$ cat config.mk
export PLATFORM = sky130hd
export DESIGN_NAME = fetch_align
export DESIGN_NICKNAME = d
export VERILOG_FILES = /design/src/rtl/fetch_align.sv
export SDC_FILE = /design/constraint.sdc
export NUM_CORES = 1
export LEC_CHECK = 0
export BUFFER_PORTS_ARGS = -buffer_cell sky130_fd_sc_hd__buf_4
export CORE_MARGIN = 2
export CORE_UTILIZATION = 35
export CTS_CLUSTER_DIAMETER = 100
export DETAILED_ROUTE_END_ITERATION = 8
export PLACE_DENSITY = 0.65
export SYNTH_ARGS = -nofsm -noshare
export SYNTH_HDL_FRONTEND = slang
export SYNTH_SLANG_ARGS = --single-unit
$ cat constraint.sdc
create_clock -name i_clk -period 3.3 [get_ports i_clk]
set_input_delay 0.495 -clock i_clk [delete_from_list [all_inputs] [get_ports i_clk]]
set_output_delay 0.495 -clock i_clk [all_outputs]
set_load 0.05 [all_outputs]
$ cat src/rtl/fetch_align.sv
// Fetch/realign stage: word fetches into a 4-halfword buffer, one instruction per handshake.
// Optional compressed-parcel support is enabled by defining FETCH_RVC_EN.
module fetch_align #(
  parameter logic [31:0] RESET_PC = 32'h0000_0000
) (
  input  logic        i_clk,
  input  logic        i_rst,
  input  logic        i_redirect,
  input  logic [31:0] i_redirect_pc,
  output logic        o_req_valid,
  output logic [31:0] o_req_addr,
  input  logic        i_req_ready,
  input  logic        i_rsp_valid,
  input  logic [31:0] i_rsp_data,
  output logic        o_inst_valid,
  output logic [31:0] o_inst,
  output logic [31:0] o_inst_pc,
  output logic        o_compressed,
  input  logic        i_inst_ready
);

`ifdef FETCH_RVC_EN
  localparam logic        RVC_EN  = 1'b1;
  localparam logic [31:0] PC_MASK = 32'hFFFF_FFFF;
`else
  localparam logic        RVC_EN  = 1'b0;
  localparam logic [31:0] PC_MASK = 32'hFFFF_FFFD;
`endif

  localparam logic [31:0] RST_PC = RESET_PC & PC_MASK;

  logic [15:0] hbuf_q [4];
  logic [15:0] hbuf_d [4];
  logic [15:0] shifted [4];
  logic [2:0]  count_q, count_d;
  logic [31:0] head_pc_q, head_pc_d;
  logic [31:0] fetch_pc_q, fetch_pc_d;
  logic        outstanding_q, outstanding_d;
  logic        drop_q, drop_d;
  logic        skip_lo_q, skip_lo_d;

  logic        head_comp;
  logic        inst_valid;
  logic        req_fire;
  logic        inst_fire;
  logic [2:0]  pop_n;
  logic [2:0]  push_n;
  logic [2:0]  base;
  logic [31:0] redir_pc;

  // Handshakes: a transfer happens in a cycle where valid && ready; valid never depends on ready.
  assign head_comp  = RVC_EN && (hbuf_q[0][1:0] != 2'b11);
  assign inst_valid = !i_rst && !i_redirect &&
                      (head_comp ? (count_q >= 3'd1) : (count_q >= 3'd2));

  assign o_inst_valid = inst_valid;
  assign o_inst       = head_comp ? {16'h0000, hbuf_q[0]} : {hbuf_q[1], hbuf_q[0]};
  assign o_inst_pc    = head_pc_q;
  assign o_compressed = head_comp;

  // At most one request in flight, and only when two more halfwords are guaranteed to fit.
  assign o_req_valid = !i_rst && !i_redirect && !outstanding_q && (count_q <= 3'd2);
  assign o_req_addr  = {fetch_pc_q[31:2], 2'b00};

  assign req_fire  = o_req_valid && i_req_ready;
  assign inst_fire = inst_valid && i_inst_ready;
  assign redir_pc  = i_redirect_pc & PC_MASK;

  always_comb begin
    pop_n  = 3'd0;
    push_n = 3'd0;
    if (inst_fire) begin
      pop_n = head_comp ? 3'd1 : 3'd2;
    end
    if (i_rsp_valid && !drop_q) begin
      push_n = skip_lo_q ? 3'd1 : 3'd2;
    end
    base = count_q - pop_n;

    case (pop_n)
      3'd1:    shifted = '{hbuf_q[1], hbuf_q[2], hbuf_q[3], 16'h0000};
      3'd2:    shifted = '{hbuf_q[2], hbuf_q[3], 16'h0000, 16'h0000};
      default: shifted = hbuf_q;
    endcase

    // Newly returned halfwords land directly behind whatever survives the pop.
    for (int i = 0; i < 4; i++) begin
      hbuf_d[i] = shifted[i];
      if (push_n == 3'd2) begin
        if (3'(i) == base) begin
          hbuf_d[i] = i_rsp_data[15:0];
        end else if (3'(i) == base + 3'd1) begin
          hbuf_d[i] = i_rsp_data[31:16];
        end
      end else if (push_n == 3'd1 && 3'(i) == base) begin
        hbuf_d[i] = i_rsp_data[31:16];
      end
    end

    count_d       = count_q + push_n - pop_n;
    head_pc_d     = head_pc_q + {28'h0, pop_n, 1'b0};
    fetch_pc_d    = fetch_pc_q;
    outstanding_d = outstanding_q;
    drop_d        = drop_q;
    skip_lo_d     = skip_lo_q;

    if (i_rsp_valid) begin
      outstanding_d = 1'b0;
      if (drop_q) begin
        drop_d = 1'b0;
      end else begin
        skip_lo_d = 1'b0;
      end
    end
    if (req_fire) begin
      outstanding_d = 1'b1;
      fetch_pc_d    = o_req_addr + 32'd4;
    end

    // A redirect discards the buffer; a request still in flight is remembered as stale.
    if (i_redirect) begin
      hbuf_d        = hbuf_q;
      count_d       = 3'd0;
      head_pc_d     = redir_pc;
      fetch_pc_d    = redir_pc;
      skip_lo_d     = RVC_EN && redir_pc[1];
      drop_d        = outstanding_q && !i_rsp_valid;
      outstanding_d = outstanding_q && !i_rsp_valid;
    end
  end

  always_ff @(posedge i_clk) begin
    if (i_rst) begin
      hbuf_q        <= '{default: 16'h0000};
      count_q       <= 3'd0;
      head_pc_q     <= RST_PC;
      fetch_pc_q    <= RST_PC;
      outstanding_q <= 1'b0;
      drop_q        <= 1'b0;
      skip_lo_q     <= RVC_EN && RST_PC[1];
    end else begin
      hbuf_q        <= hbuf_d;
      count_q       <= count_d;
      head_pc_q     <= head_pc_d;
      fetch_pc_q    <= fetch_pc_d;
      outstanding_q <= outstanding_d;
      drop_q        <= drop_d;
      skip_lo_q     <= skip_lo_d;
    end
  end

endmodule

==> results.sh, run 1 <==
export IMPL_final_cell_mix="buf_4 (176), dfxtp_1 (129), nor2_1 (82)"
export IMPL_p_switching_mw=1.445
export IMPL_drt_wl_total_um=18350
export IMPL_place_congestion=0.8324
export IMPL_power_total_mw=4.562
export IMPL_cp_arrival_ns=3.25
export IMPL_post_drt_via_cell_ratio=5.241
export IMPL_setup_viol=0
export IMPL_synth_area_um2=6306
export IMPL_synth_async_reset_ratio_pct=0
export IMPL_critPathRequiredTime_ns=3.61
export IMPL_status="finished, final reports clean"
export IMPL_synth_compound_area_share_pct=22.84
export IMPL_clk_pin_slew_ns=0.06
export IMPL_cts_made_buffers=17
export IMPL_period_minus_slack_ns=2.934
export IMPL_rsz0062_at_grt="no"
export IMPL_cts_tree="built"
export IMPL_holdBufCountCts=0
export IMPL_fin_cells=1076
export IMPL_powerDensity_nw_per_um2=568.1
export IMPL_synthMuxAreaShare_pct=1.111
export IMPL_swShare_pct=31.67
export IMPL_yosys_area_share_simple_pct=17.04
export IMPL_first_pass_iters=4
export IMPL_max_cap_violations=0
export IMPL_finalHoldWorstSlack_ns=0.2613
export IMPL_grt_max_degree=90
export IMPL_p_seq_share_pct=38.8
export IMPL_ios=169
export IMPL_grt_pass1_vias=5375
export IMPL_ys_flop_type="dfxtp_1"
export IMPL_worst_pin_slew_ns=1.098
export IMPL_crit_fanout=16
export IMPL_synth_fa_ha_area_share_pct=1.508
export IMPL_die_y_um=138.2
export IMPL_final_setup_tns_ns=0
export IMPL_comb_power_share_pct=20.8
export IMPL_hpwl_um=12710
export IMPL_critPathKind="flop to flop"
export IMPL_layout_setup_ws_ns=0.3657
export IMPL_final_antenna_net_count=0
export IMPL_coreArea_um2=17840
export IMPL_synth_top_family_by_area="compound AO/OA/AOI/OAI gates"
export IMPL_insertedDiodeCount=0
export IMPL_ys_types=56
export IMPL_portBuffers=163
export IMPL_clock_skew_ns=0.01025
export IMPL_p_clk_share_pct=40.5
export IMPL_dp_cells=1045
export IMPL_post_cts_buffers=0
export IMPL_fmax_ghz=0.3408
export IMPL_nFillCells=1789
export IMPL_avgSynthCellArea_um2=8.758
export IMPL_ctsResizeCount=0
export IMPL_grt_ovfl_total=0
export IMPL_drc_errors=0
export IMPL_clk_latency_ns=0.42
export IMPL_drt_iter0_drc=322
export IMPL_wl_per_cell_um=17.06
export IMPL_peakVddDrop_mv=0.3648
export IMPL_slew_violations=0
export IMPL_reg2reg_to="o_inst[21]$_SDFFE_PP0N_"
export IMPL_startpoint="count_q[2]$_SDFF_PP0_"
export IMPL_hp_class="primary input to flop"
export IMPL_r2r_start="count_q[2]$_SDFF_PP0_"
export IMPL_cp_start_kind="flop"
export IMPL_die_width_um=138.2
export IMPL_die_area_um2=19110
export IMPL_cp_end_kind="flop"
export IMPL_intPower_mw=3.117
export IMPL_hold_violations=0
export IMPL_rows=49
export IMPL_endpoint="o_inst[21]$_SDFFE_PP0N_"
export IMPL_slew_headroom_pct=26.50
export IMPL_antenna_found_initial=0
export IMPL_synth_enable_flop_cells=0
export IMPL_reg2reg_depth=10
export IMPL_leakagePower_nw=3.235
export IMPL_dr_total_vias=5639
export IMPL_post_route_period_util_pct=88.92
export IMPL_r2r_slack_ns=0.37
export IMPL_cts_root_buf="clkbuf_16"
export IMPL_ys_ff_latch=129
export IMPL_grt_first_pass_wirelength_um=29460
export IMPL_synth_xor_area_share_pct=7.222
export IMPL_grtUsageTotal_pct=19.02
export IMPL_dp_slack_ns=0.2559
export IMPL_syn_inst=720
export IMPL_nets=912
export IMPL_ys_warnings_count=0
export IMPL_layout_drive_gt1_share_pct=26.92
export IMPL_layout_commonest_cell="buf_4"
export IMPL_clk_path_buf_depth=2
export IMPL_htree_levels=4
export IMPL_seq_area_frac_synth_pct=40.95
export IMPL_initial_utilization_pct=35.35
export IMPL_clock_sinks=129
export IMPL_synthToLayoutAreaGrowth_pct=27.34
==> state kept, by name (all words and copies together) (netlist names) <==
name / flops
o_inst: 32
fetch_pc_q: 30
o_inst_pc: 31
hbuf_q: 32
count_q: 2
outstanding_q: 1
drop_q: 1
==> routing by layer <==
metal	share of wire [%]	track usage [%]	routed length [um]	vias to the layer above
met3	4.8	4.260	889	22
li1	-	-	-	2775
met2	45	28.82	8320	172
met1	48	26.76	8806	2670
met4	1.8	6.606	335	0
met5	0	0	0	-
==> metrics by stage <==
step	area (um2)	utilization (%)
floorplan	6321	-
global placement	7453	41.78
detailed placement	7453	41.78
CTS	8030	45.01
global route	8030	45.01
finish	8030	45.01
==> how the worst min path moves through the flow <==
stage,cells past startpoint,from,to,slack (ns)
finish,2,i_rsp_valid,drop_q$_SDFFE_PP0P_,0.26
CTS,2,i_rsp_valid,drop_q$_SDFFE_PP0P_,0.25
detailed placement,1,hbuf_q[6]$_SDFFE_PP0N_,hbuf_q[6]$_SDFFE_PP0N_,0.45
floorplan,1,hbuf_q[0]$_SDFFE_PP0N_,hbuf_q[0]$_SDFFE_PP0N_,0.43
global placement,1,hbuf_q[10]$_SDFFE_PP0N_,hbuf_q[10]$_SDFFE_PP0N_,0.45
global route,2,i_rsp_valid,drop_q$_SDFFE_PP0P_,0.26
==> critical path, cell delays in order (launching register included) <==
cell      delay [ns]
dfxtp_1         0.52
nor2_1          0.10
nand3b_1        0.31
inv_1           0.29
ha_1            0.21
xnor2_1         0.16
ha_1            0.18
nand3_1         0.08
nand2_1         0.50
o22ai_1         0.19
a211oi_1        0.29
==> power groups by stage <==
stage	registers, mW	clock network (mW)	logic (mW)
after floorplan	1.95	0	0.520
after global placement	1.80	0	0.938
after detailed placement	1.80	0	0.943
after CTS	1.77	1.88	0.946
after global routing	1.78	1.95	1.01
final	1.77	1.85	0.948
==> cell type report <==
type / count / area, um2 / area share (%)
Clock inverter: 13 / 137.6 / 1.714
Sequential cell: 129 / 2582 / 32.16
Inverter: 29 / 108.9 / 1.356
Tap cell: 229 / 286.5 / 3.568
Timing Repair Buffer: 176 / 1321 / 16.45
Multi-Input combinational cell: 482 / 3154 / 39.28
Clock buffer: 18 / 439.2 / 5.469
==> cells in the mapped netlist (11+ instances only) <==
library cell	number	area [um2]
o2bb2ai_1	16	140.1
a22oi_1	32	240.2
and3_1	11	68.82
o22ai_1	34	212.7
dfxtp_1	129	2582
nor2_1	82	307.8
nand3_1	21	105.1
clkbuf_1	34	127.6
xnor2_1	31	271.5
inv_1	29	108.9
xor2_1	21	183.9
nand4_1	20	125.1
a211oi_1	39	292.8
buf_4	38	285.3
a21boi_0	32	240.2
a21oi_1	30	150.1
nand2_1	23	86.33
nor3_1	13	65.06
==> cells by family (layout without fill, tap and decap cells) <==
family                   count (synthesis)  after routing
multiplexers                             7              7
adder cells (fa/ha/maj)                  7              7
other                                    1              5
XOR/XNOR                                52             52
AND/OR/NAND/NOR                        205            205
buffers and inverters                  113            236
AO/OA/AOI/OAI                          206            206
flip-flops                             129            129
No activity file was read; power rests on OpenSTA's default activity.
==> run 2, diff against run 1 <==
--- a/config.mk
+++ b/config.mk
@@ -8,6 +8,7 @@
 export BUFFER_PORTS_ARGS = -buffer_cell sky130_fd_sc_hd__buf_4
 export CORE_MARGIN = 2
 export CORE_UTILIZATION = 35
+export CTS_BUF_LIST = sky130_fd_sc_hd__clkbuf_16
 export CTS_CLUSTER_DIAMETER = 100
 export DETAILED_ROUTE_END_ITERATION = 8
 export PLACE_DENSITY = 0.65
==> run 2 against run 1 <==
Effect of this change: non-clock buffer count is the same; critical endpoint unchanged; maximum frequency up 0.26%; critical path type unchanged; highest routed layer unchanged; wire length rose by 0.11%; sequential power barely moved; first-iteration DRC count is 5.9% lower; flip-flop and latch count did not move; critical path depth unchanged; global-route usage is essentially flat; via count rose by 0.25%.
==> results.sh, run 2 (synthesized netlist as in run 1, its figures left out) <==
export IMPL_nets=912
export IMPL_die_area_um2=19110
export IMPL_grtUsageTotal_pct=19.03
export IMPL_p_seq_share_pct=38.9
export IMPL_worst_pin_slew_ns=1.086
export IMPL_r2r_start="count_q[2]$_SDFF_PP0_"
export IMPL_initial_utilization_pct=35.35
export IMPL_ctsResizeCount=0
export IMPL_first_pass_iters=5
export IMPL_portBuffers=163
export IMPL_peakVddDrop_mv=0.3624
export IMPL_clk_path_buf_depth=2
export IMPL_leakagePower_nw=3.230
export IMPL_crit_fanout=16
export IMPL_final_setup_tns_ns=0
export IMPL_fmax_ghz=0.3417
export IMPL_clk_latency_ns=0.42
export IMPL_status="finished, final reports clean"
export IMPL_grt_pass1_vias=5366
export IMPL_post_route_period_util_pct=88.69
export IMPL_p_switching_mw=1.444
export IMPL_post_cts_buffers=0
export IMPL_holdBufCountCts=0
export IMPL_power_total_mw=4.538
export IMPL_wl_per_cell_um=17.08
export IMPL_startpoint="count_q[2]$_SDFF_PP0_"
export IMPL_nFillCells=1793
export IMPL_antenna_found_initial=0
export IMPL_cts_made_buffers=17
export IMPL_slew_violations=0
export IMPL_coreArea_um2=17840
export IMPL_hp_class="primary input to flop"
export IMPL_intPower_mw=3.094
export IMPL_rows=49
export IMPL_die_width_um=138.2
export IMPL_hold_violations=0
export IMPL_dr_total_vias=5653
export IMPL_cp_arrival_ns=3.24
export IMPL_layout_drive_gt1_share_pct=26.80
export IMPL_die_y_um=138.2
export IMPL_ios=169
export IMPL_post_drt_via_cell_ratio=5.254
export IMPL_hpwl_um=12710
export IMPL_final_antenna_net_count=0
export IMPL_powerDensity_nw_per_um2=565.9
export IMPL_cp_start_kind="flop"
export IMPL_critPathRequiredTime_ns=3.61
export IMPL_rsz0062_at_grt="no"
export IMPL_dpl_cell_area_um2=7453
export IMPL_comb_power_share_pct=20.9
export IMPL_cts_tree="built"
export IMPL_drt_iter0_drc=303
export IMPL_fin_area_um2=8020
export IMPL_clock_skew_ns=0.01192
export IMPL_critPathKind="flop to flop"
export IMPL_grt_first_pass_wirelength_um=29460
export IMPL_period_minus_slack_ns=2.927
export IMPL_worstHoldStart="i_rsp_valid"
export IMPL_insertedDiodeCount=0
export IMPL_slew_headroom_pct=27.36
export IMPL_cts_root_buf="clkbuf_16"
export IMPL_cp_end_kind="flop"
export IMPL_swShare_pct=31.82
export IMPL_grt_ovfl_total=0
export IMPL_drc_errors=0
export IMPL_final_cell_mix="buf_4 (176), dfxtp_1 (129), nor2_1 (82)"
export IMPL_dp_cells=1045
export IMPL_drt_wl_total_um=18370
export IMPL_layout_commonest_cell="buf_4"
export IMPL_place_congestion=0.8324
export IMPL_synthToLayoutAreaGrowth_pct=27.18
export IMPL_htree_levels=4
export IMPL_clock_sinks=129
export IMPL_fin_cells=1076
export IMPL_p_clk_share_pct=40.2
export IMPL_grt_max_degree=90
export IMPL_clk_pin_slew_ns=0.06
export IMPL_setup_viol=0
export IMPL_max_cap_violations=0
==> run 2: changes by cell type in the layout (fill, tap and decap cells not counted), sizes merged <==
cell    previous run  this run
clkinv             6         7
clkbuf            18        17
==> run 2: layout make-up <==
cell class                      instances  area, um2  area share, %
Timing Repair Buffer                  176       1321          16.47
Tap cell                              229      286.5          3.573
Clock buffer                           17      425.4          5.304
Inverter                               29      108.9          1.357
Clock inverter                         14      141.4          1.763
Multi-Input combinational cell        482       3154          39.33
Sequential cell                       129       2582          32.20
==> run 2: per-layer routing <==
| metal | track usage, % | wire length, um | vias up |
|---|---|---|---|
| met2 | 28.76 | 8376 | 175 |
| met1 | 26.84 | 8770 | 2681 |
| met4 | 6.606 | 314 | 0 |
| met5 | 0 | 0 | - |
| met3 | 4.226 | 911 | 22 |
| li1 | - | - | 2775 |
==> run 2: path summary, 6_finish.rpt <==
| check | end | slack, ns | cells after the start |
|---|---|---|---|
| worst max-delay path | o_inst[21]$_SDFFE_PP0N_ | 0.37 | 10 |
| worst min-delay path | drop_q$_SDFFE_PP0P_ | 0.26 | 2 |
| worst min register to register | hbuf_q[7]$_SDFFE_PP0N_ | 0.47 | 1 |
| worst max register to register | o_inst[21]$_SDFFE_PP0N_ | 0.37 | 10 |
==> run 2: worst max-delay path, cell delays in order (launching register included) <==
cell      delay (ns)
dfxtp_1         0.52
nor2_1          0.10
nand3b_1        0.30
inv_1           0.29
ha_1            0.21
xnor2_1         0.15
ha_1            0.18
nand3_1         0.08
nand2_1         0.50
o22ai_1         0.19
a211oi_1        0.28
==> run 2: power by group through the flow <==
stage	logic (mW)	registers [mW]	clock network, mW
final	0.947	1.77	1.82
after global routing	1.01	1.78	1.92
after CTS	0.946	1.77	1.86
after detailed placement	0.943	1.80	0
after global placement	0.938	1.80	0
after floorplan	0.520	1.95	0
==> run 2: through the flow <==
| step | util [%] | worst slack (ns) | hold WS (ns) |
|---|---|---|---|
| 2_1_floorplan | - | 0.3405 | 0.4332 |
| 3_3_place_gp | 41.78 | 0.2947 | 0.4469 |
| 3_5_place_dp | 41.78 | 0.2559 | 0.4508 |
| 4_1_cts | 44.95 | 0.3653 | 0.2513 |
| 5_1_grt | 44.95 | 0.03556 | 0.2616 |
| 6_report | 44.95 | 0.3732 | 0.2631 |
